==> config.mk <==
export PLATFORM = sky130hd
export DESIGN_NAME = button_conditioner
export DESIGN_NICKNAME = d
export VERILOG_FILES = /design/src/rtl/button_conditioner_debounce_sync.sv /design/src/rtl/button_conditioner.sv
export SDC_FILE = /design/constraint.sdc
export NUM_CORES = 1
export LEC_CHECK = 0
export ABC_AREA = 1
export BUFFER_PORTS_ARGS = -buffer_cell sky130_fd_sc_hd__buf_4
export CAP_MARGIN = 0
export CORE_UTILIZATION = 52
export DETAILED_ROUTE_END_ITERATION = 12
export GPL_TIMING_DRIVEN = 1
export PLACE_DENSITY = 0.69
export SETUP_SLACK_MARGIN = 0.2
export SLEW_MARGIN = 10
export SYNTH_ARGS = -nofsm -noshare
export SYNTH_HDL_FRONTEND = slang
export SYNTH_SLANG_ARGS = --single-unit
==> constraint.sdc <==
create_clock -name clk -period 3.1 [get_ports clk]
set_input_delay 0.465 -clock clk [delete_from_list [all_inputs] [get_ports clk]]
set_output_delay 0.465 -clock clk [all_outputs]
set_load 0.01 [all_outputs]
==> src/rtl/button_conditioner_debounce_sync.sv <==
`default_nettype none
// ============================================================================
//  Module   : debounce_sync
//  Purpose  : Two-flop synchroniser followed by a disagreement counter that
//             only lets the output level follow the synchronised input after
//             DEBOUNCE_CYCLES consecutive cycles of disagreement.
//  Revision : 1.0  initial release
// ============================================================================
module debounce_sync #(
    parameter int DEBOUNCE_CYCLES = 1000
) (
    input  logic clk,
    input  logic rst,
    input  logic din,
    output logic dout,
    // Value dout takes on the next rising edge, so a consumer can act on the
    // same edge as the level change.
    output logic dout_next
);

    localparam int                 c_CNT_W    = $clog2(DEBOUNCE_CYCLES + 1);
    localparam logic [c_CNT_W-1:0] c_CNT_LAST = c_CNT_W'(DEBOUNCE_CYCLES - 1);

    logic               r_sync1;
    logic               r_sync2;
    logic               r_level;
    logic [c_CNT_W-1:0] r_cnt;
    logic               w_differ;
    logic               w_expire;

    // The counter already holds DEBOUNCE_CYCLES-1 disagreements, so this
    // cycle's disagreement completes the run and the level flips.
    assign w_differ  = (r_sync2 != r_level);
    assign w_expire  = w_differ && (r_cnt >= c_CNT_LAST);
    assign dout      = r_level;
    assign dout_next = w_expire ? r_sync2 : r_level;

    // Two-stage synchroniser for the asynchronous input.
    always_ff @(posedge clk) begin
        if (rst) begin
            r_sync1 <= 1'b0;
            r_sync2 <= 1'b0;
        end else begin
            r_sync1 <= din;
            r_sync2 <= r_sync1;
        end
    end

    // Count consecutive disagreement; any agreement restarts the run.
    always_ff @(posedge clk) begin
        if (rst) begin
            r_cnt   <= '0;
            r_level <= 1'b0;
        end else if (!w_differ) begin
            r_cnt   <= '0;
        end else if (w_expire) begin
            r_cnt   <= '0;
            r_level <= r_sync2;
        end else begin
            r_cnt   <= r_cnt + 1'b1;
        end
    end

endmodule
`default_nettype wire

==> src/rtl/button_conditioner.sv <==
`default_nettype none
// ============================================================================
//  Module   : button_conditioner
//  Purpose  : Debounces a raw push-button and classifies each press as short
//             or long. Emits single-cycle press/short/long pulses and a
//             source-select level that toggles on every long press.
//  Revision : 1.0  initial release
// ============================================================================
module button_conditioner #(
    parameter int DEBOUNCE_CYCLES   = 1000,
    parameter int LONG_PRESS_CYCLES = 50000
) (
    input  logic clk,
    input  logic rst,
    input  logic button_raw,
    output logic button,
    output logic press_pulse,
    output logic short_press,
    output logic long_press,
    output logic sel
);

    localparam int                  c_HOLD_W     = $clog2(LONG_PRESS_CYCLES + 1);
    localparam int                  c_HOLD_IW    = c_HOLD_W + 1;
    localparam logic [c_HOLD_IW-1:0] c_HOLD_LIMIT = c_HOLD_IW'(LONG_PRESS_CYCLES);
    localparam logic [c_HOLD_W-1:0] c_HOLD_FIRST = c_HOLD_W'(1);

    localparam logic [1:0] c_IDLE    = 2'd0;
    localparam logic [1:0] c_PRESSED = 2'd1;
    localparam logic [1:0] c_HELD    = 2'd2;

    logic [1:0]           r_state;
    logic [1:0]           w_state_next;
    logic [c_HOLD_W-1:0]  r_hold;
    logic [c_HOLD_W-1:0]  w_hold_next;
    logic [c_HOLD_IW-1:0] w_hold_inc;
    logic                 w_btn;
    logic                 w_btn_next;
    logic                 r_press;
    logic                 r_short;
    logic                 r_long;
    logic                 r_sel;
    logic                 w_press;
    logic                 w_short;
    logic                 w_long;
    logic                 w_sel;

    debounce_sync #(
        .DEBOUNCE_CYCLES (DEBOUNCE_CYCLES)
    ) u_debounce_sync (
        .clk       (clk),
        .rst       (rst),
        .din       (button_raw),
        .dout      (w_btn),
        .dout_next (w_btn_next)
    );

    // r_hold is the number of PRESSED cycles including the current one, so
    // w_hold_inc is the count the hold reaches at the coming edge.
    assign w_hold_inc  = {1'b0, r_hold} + c_HOLD_IW'(1);

    assign button      = w_btn;
    assign press_pulse = r_press;
    assign short_press = r_short;
    assign long_press  = r_long;
    assign sel         = r_sel;

    // State, hold counter, pulses and select all update on the transition edge.
    always_ff @(posedge clk) begin
        if (rst) begin
            r_state <= c_IDLE;
            r_hold  <= '0;
            r_press <= 1'b0;
            r_short <= 1'b0;
            r_long  <= 1'b0;
            r_sel   <= 1'b0;
        end else begin
            r_state <= w_state_next;
            r_hold  <= w_hold_next;
            r_press <= w_press;
            r_short <= w_short;
            r_long  <= w_long;
            r_sel   <= w_sel;
        end
    end

    // Next state; a release in PRESSED beats a hold reaching the limit.
    always_comb begin
        w_state_next = r_state;
        case (r_state)
            c_IDLE: begin
                if (w_btn_next && !w_btn) begin
                    w_state_next = c_PRESSED;
                end
            end
            c_PRESSED: begin
                if (!w_btn_next) begin
                    w_state_next = c_IDLE;
                end else if (w_hold_inc >= c_HOLD_LIMIT) begin
                    w_state_next = c_HELD;
                end
            end
            c_HELD: begin
                if (!w_btn_next) begin
                    w_state_next = c_IDLE;
                end
            end
            default: begin
                w_state_next = c_IDLE;
            end
        endcase
    end

    // Pulse, select and hold-count values to load on the coming edge.
    always_comb begin
        w_press     = 1'b0;
        w_short     = 1'b0;
        w_long      = 1'b0;
        w_sel       = r_sel;
        w_hold_next = r_hold;
        case (r_state)
            c_IDLE: begin
                w_hold_next = '0;
                if (w_state_next == c_PRESSED) begin
                    w_press     = 1'b1;
                    w_hold_next = c_HOLD_FIRST;
                end
            end
            c_PRESSED: begin
                if (w_state_next == c_IDLE) begin
                    w_short = 1'b1;
                end else if (w_state_next == c_HELD) begin
                    w_long  = 1'b1;
                    w_sel   = ~r_sel;
                end else begin
                    // Below the limit here, so the count fits without wrapping.
                    w_hold_next = w_hold_inc[c_HOLD_W-1:0];
                end
            end
            default: begin
                // HELD: hold counter frozen until release.
                w_hold_next = r_hold;
            end
        endcase
    end

endmodule
`default_nettype wire

---- Word level (Yosys, flattened, before mapping) ----
Index checks and enable logic that the tools add are counted.
word-level totals
  register bits ........................... 35
  latch bits .............................. 0
  RAM bits ................................ 0
  memory bits (read-only) ................. 0
  word-level logic and storage cells ...... 51
  memories kept ........................... 0
operators by class
  add/subtract/negate cells ............... 2
  multipliers ............................. 0
  div/mod/pow operators ................... 0
  order comparisons ....................... 2
  eq/ne operators ......................... 7
  shifts and indexed selects .............. 0
  muxes and demuxes ....................... 13
  bitwise operators ....................... 5
  reduce and logical (&&, ||, !) cells .... 12
operator list
  operator                                                              count
  two-way mux 16 bit                                                    2
  one-hot mux 16 bit (2 select lines)                                   1
  adder 16 x 1 -> 17 bit (second input constant)                        1
  greater-or-equal comparator 17 x 16 -> 1 bit (second input constant)  1
  adder 10 x 1 -> 10 bit (second input constant)                        1
  greater-or-equal comparator 10 bit (second input constant)            1
  two-way mux 2 bit                                                     4
  one-hot mux 2 bit (3 select lines)                                    1
  AND reduction 3 bit                                                   2
  OR reduction 3 bit                                                    2
  two-way mux 1 bit                                                     5
  inverter 1 bit                                                        5
  equality test 2 x 1 -> 1 bit (second input constant)                  2
  equality test 2 bit (second input constant)                           2
  zero test 2 bit                                                       2
  inequality test 2 bit (second input constant)                         2
  OR reduction 2 bit                                                    2
  logical AND 1 bit                                                     2
  nonzero test 2 bit                                                    1
  zero test 1 bit                                                       1
  inequality test 1 bit                                                 1

---- Depth between registers and ports, before layout ----
  depth after elaboration ................. 10
  depth in mapped cells ................... 16

---- Hierarchy ----
From an unflattened synthesis, not the netlist that was laid out.
unflattened totals
  cells, all modules ...................... 309
  area, all modules ....................... 2093.3 sq um
modules (own cells, without submodules)
  module              instances  cells an instance  area each (sq um)  seq. area each (sq um)
  button_conditioner  1          239                1493.9             440.4
  debounce_sync       1          70                 599.3              260.2

---- Worst setup path before layout ----
Ideal clock, no wire load.
  path type ............................... reg2reg
  start ................................... reg r_hold[1]
  end ..................................... reg r_hold[14]
  arrival ................................. 1763 ps
  data required time ...................... 2987 ps
  setup slack ............................. 1223 ps
  stages on the path, launching flop included .. 15
  path buffers ............................ 0
  cells stage by stage .................... dfxtp_1 -> ha_1 -> nand2_1 -> nor2_4 -> nand3_1 -> nand2_1 -> nand2_1 -> nor2_2 -> nor2_1 -> nor2_4 -> nand4_4 -> nand2_2 -> nand2_1 -> nand2_1 -> nor2_1
on the way
  cells in the longest elaborated chain, start to end .. 8
  elaborated cells on any way between the ends .. 13
  classes of those cells .................. 1 x add/sub; 1 x order compare; 3 x eq/ne; 6 x mux; 2 x reduce/logical
ends and longest elaborated chain
  element                                                 line                                                  RTL
  start: declaration                                      button_conditioner.sv:34                              logic [c_HOLD_W-1:0] r_hold;
  start signal: assignment                                button_conditioner.sv:79                              r_hold <= w_hold_next;
  adder 16 x 1 -> 17 bit (*)                              button_conditioner.sv:60                              assign w_hold_inc = {1'b0, r_hold} + c_HOLD_IW'(1);
  greater-or-equal comparator 17 x 16 -> 1 bit            button_conditioner.sv:99                              end else if (w_hold_inc >= c_HOLD_LIMIT) begin
  two-way mux 2 bit                                       button_conditioner.sv:99
  two-way mux 2 bit                                       button_conditioner.sv:97                              if (!w_btn_next) begin
  one-hot mux 2 bit (3 select lines)                      button_conditioner.sv:90                              case (r_state)
  equality test 2 bit or zero test 2 bit (tied branches)  button_conditioner.sv:132, button_conditioner.sv:130
  inequality test 2 bit (no source line)                  -
  AND reduction 3 bit (no source line)                    -
Every way passes the cells marked *; elsewhere a longest branch is shown, timed or not. The select of a mux whose other input is x is not followed.
A chain may end at the register's enable or synchronous reset.

---- Final worst setup path ----
Ends and elaborated chain as after synthesis.

==> flow_metrics.py <==
metrics = {
    "clocking": {
        "tritoncts": "done",
        "cts_setup_buffers": 0,
        "clkLatencyLatePin_ns": 0.28,
        "clockBufferDepth": 2,
        "cts-buffers-inserted": 5,
        "clockRootBuffer": "clkbuf_8",
        "cts_sinks": 35,
        "hold_buffers": 0,
        "clk_pin_slew_worst_paths_ns": 0.07,
        "htree_levels": 2,
        "cts-resized-gates": 0,
    },
    "global_routing": {
        "grt_busiest_layer": "met2",
        "grtUsageMet1": 0.317,
        "grt_pass1_wl_um": 7770,
        "met3_usage": 0.0469,
        "gr-usage-all-layers": 0.238,
        "grt_use_met2": 0.378,
        "grt_pass1_vias": 1763,
        "grt-ovfl-total": 0,
        "antenna_found_initial": 0,
        "grt_max_degree": 20,
    },
    "logic_synthesis": {
        "synth_xor_xnor_area_share": 0.0127,
        "ys_types": 31,
        "synth_top_family_by_area": "simple AND/OR/NAND/NOR gates",
        "ys_warn_count": 0,
        "avgSynthCellArea_um2": 6.40,
        "synthMuxAreaShare": 0,
        "yosys.area_share.simple": 0.465,
        "ys_seq_elements": 35,
        "synth_area_um2": 2070,
        "netlist_instances": 324,
        "synth_compound_area_frac": 0.0688,
        "synth_fa_ha_area_frac": 0.0181,
        "yosysSeqAreaShare": 0.338,
        "synth_fp_nets": 330,
    },
    "timing": {
        "fmax_ghz": 0.435,
        "period_needed_ns": 2.30,
        "relSlewSlack": 0.592,
        "worst_hold_slack_ns": 0.397,
        "worst_pin_slew_ns": 0.610,
        "rsz0062_at_grt": "false",
        "timing.final.ws_setup_ns": 0.799,
        "post-route-period-util": 0.742,
        "final-hold-violation-count": 0,
        "clock_skew_ns": 0.00667,
        "finalSetupViolations": 0,
        "setup_tns_ns": 0,
        "drv_slew": 0,
    },
    "run": {
        "max_cap_violations": 0,
    },
    "power": {
        "power.density_nw_per_um2": 344,
        "p_leak_uw": 0.000955,
        "irDropWorstVdd_mv": 0.306,
    },
    "detailed_routing": {
        "finalWirelength_um": 4440,
        "drcViolationCount": 0,
        "ant_nets": 0,
        "num_vias": 1956,
        "viasPerCell": 5.12,
        "dr.pass1.iters": 4,
        "dr.first_iter.drc_count": 145,
        "wl_per_cell_um": 11.6,
    },
    "run_status": {
        "outcome": "completed",
    },
    "floorplanning": {
        "core_area_um2": 3740,
        "core.rowCount": 22,
        "ios": 8,
        "die_y_um": 65.2,
        "fp.dieW_um": 65.2,
        "start_util": 0.554,
        "die-area_um2": 4250,
    },
    "placed_design": {
        "port_buffers": 7,
        "dp_slack_ns": 0.807,
        "gp_congestion": 0.882,
        "dp_hpwl_um": 3380,
    },
    "layout": {
        "drive_above_1_share": 0.108,
        "n_antenna_cell": 0,
        "final_cell_mix": "86 x nand2_1, 44 x nor2_1, 41 x inv_1",
        "final_nets": 339,
        "fillers": 374,
        "synthToLayoutAreaGrowth_pct": 8.26,
        "final_common_cell": "nand2_1",
    },
    "worst_setup_path": {
        "crit_path_max_fanout": 14,
        "required_ns": 3.28,
        "start_kind": "flop",
        "critPathKind": "flop to flop",
        "ff2ff_setup_slack_ns": 0.80,
        "worstPathArrival_ns": 2.48,
        "end_kind": "flop",
    },
    "hold_path": {
        "hp-class": "input port to flop",
    },
}
## worst paths after layout
path                            from                 endpoint  cells after the start
min                       button_raw  u_debounce_sync.r_sync1                      3
max                        r_hold[1]               r_hold[14]                     14
max reg2reg                r_hold[1]               r_hold[14]                     14
min reg2reg  u_debounce_sync.r_sync1  u_debounce_sync.r_sync2                      2
## registers in the layout (all words and copies together) (netlist names)
signal and flops:
long_press 1, press_pulse 1, r_hold 16, r_state 2, sel 1, short_press 1, u_debounce_sync.dout 1, u_debounce_sync.r_cnt 10
u_debounce_sync.r_sync1 1, u_debounce_sync.r_sync2 1
## worst max-delay path: stages, from the launching register on
cell and delay [ns]:
dfxtp_1 0.40, ha_1 0.23, nand3_1 0.14, nor2_2 0.18
nand3_1 0.09, nand2_1 0.06, nand2_1 0.11, nand2_1 0.09
o21ai_1 0.11, nor2_4 0.16, nand4_4 0.21, nand2_2 0.25
nand2_1 0.07, nand2_1 0.06, nor2_1 0.04
## synth_stat cells, drive strengths merged
| cell type | n | area share |
|---|---|---|
| a211oi | 1 | 0.0036 |
| a21oi | 17 | 0.041 |
| a31oi | 1 | 0.0030 |
| and2 | 1 | 0.0030 |
| buf | 3 | 0.0090 |
| clkbuf | 3 | 0.0054 |
| clkinv | 1 | 0.0018 |
| dfxtp | 35 | 0.34 |
| ha | 3 | 0.018 |
| inv | 45 | 0.081 |
| nand2 | 92 | 0.17 |
| nand3 | 34 | 0.087 |
| nand3b | 1 | 0.0036 |
| nand4 | 18 | 0.062 |
| nor2 | 53 | 0.12 |
| nor3 | 5 | 0.012 |
| nor4 | 1 | 0.0030 |
| o21a | 1 | 0.0036 |
| o21ai | 4 | 0.0096 |
| o21bai | 1 | 0.0036 |
| o41ai | 1 | 0.0042 |
| xnor2 | 1 | 0.0042 |
| xor2 | 2 | 0.0084 |
## layer usage
metal / up-vias / share of wire
met5: - / 0
met4: 0 / 0.0086
met3: 2 / 0.031
met2: 34 / 0.44
met1: 862 / 0.52
li1: 1058 / -
## stage by stage
step | instance area (um^2) | util | total power, uW | cells
2_1_floorplan | 2070 | - | 469 | 324
3_3_place_gp | 2160 | 0.578 | 473 | 374
3_5_place_dp | 2160 | 0.578 | 474 | 374
4_1_cts | 2250 | 0.600 | 783 | 382
5_1_grt | 2250 | 0.600 | 803 | 382
6_report | 2250 | 0.600 | 773 | 382
## where the power goes
group / internal (uW) / leakage (uW) / total (uW) / switching (uW)
registers: 451 / 0.000282 / 452 / 0.862
clock network: 157 / 0.0000422 / 309 / 152
logic: 3.09 / 0.000631 / 11.3 / 8.18
## layout make-up
cell class	instances	area [um^2]	area share
Tap cell	48	60.1	0.0267
Multi-Input combinational cell	237	1170	0.521
Clock buffer	7	76.3	0.0340
Inverter	46	173	0.0769
Sequential cell	35	701	0.312
Timing Repair Buffer	8	60.1	0.0267
Clock inverter	1	5.00	0.00223
## kinds of logic (layout without fill, tap and decap cells)
kind of cell,count (synthesis),in the layout
flops,35,35
simple gates,205,205
xor+xnor,3,3
compound gates,26,26
buf+inv,52,62
fa+ha+maj,3,3
Power figures use the tool's default switching activity.
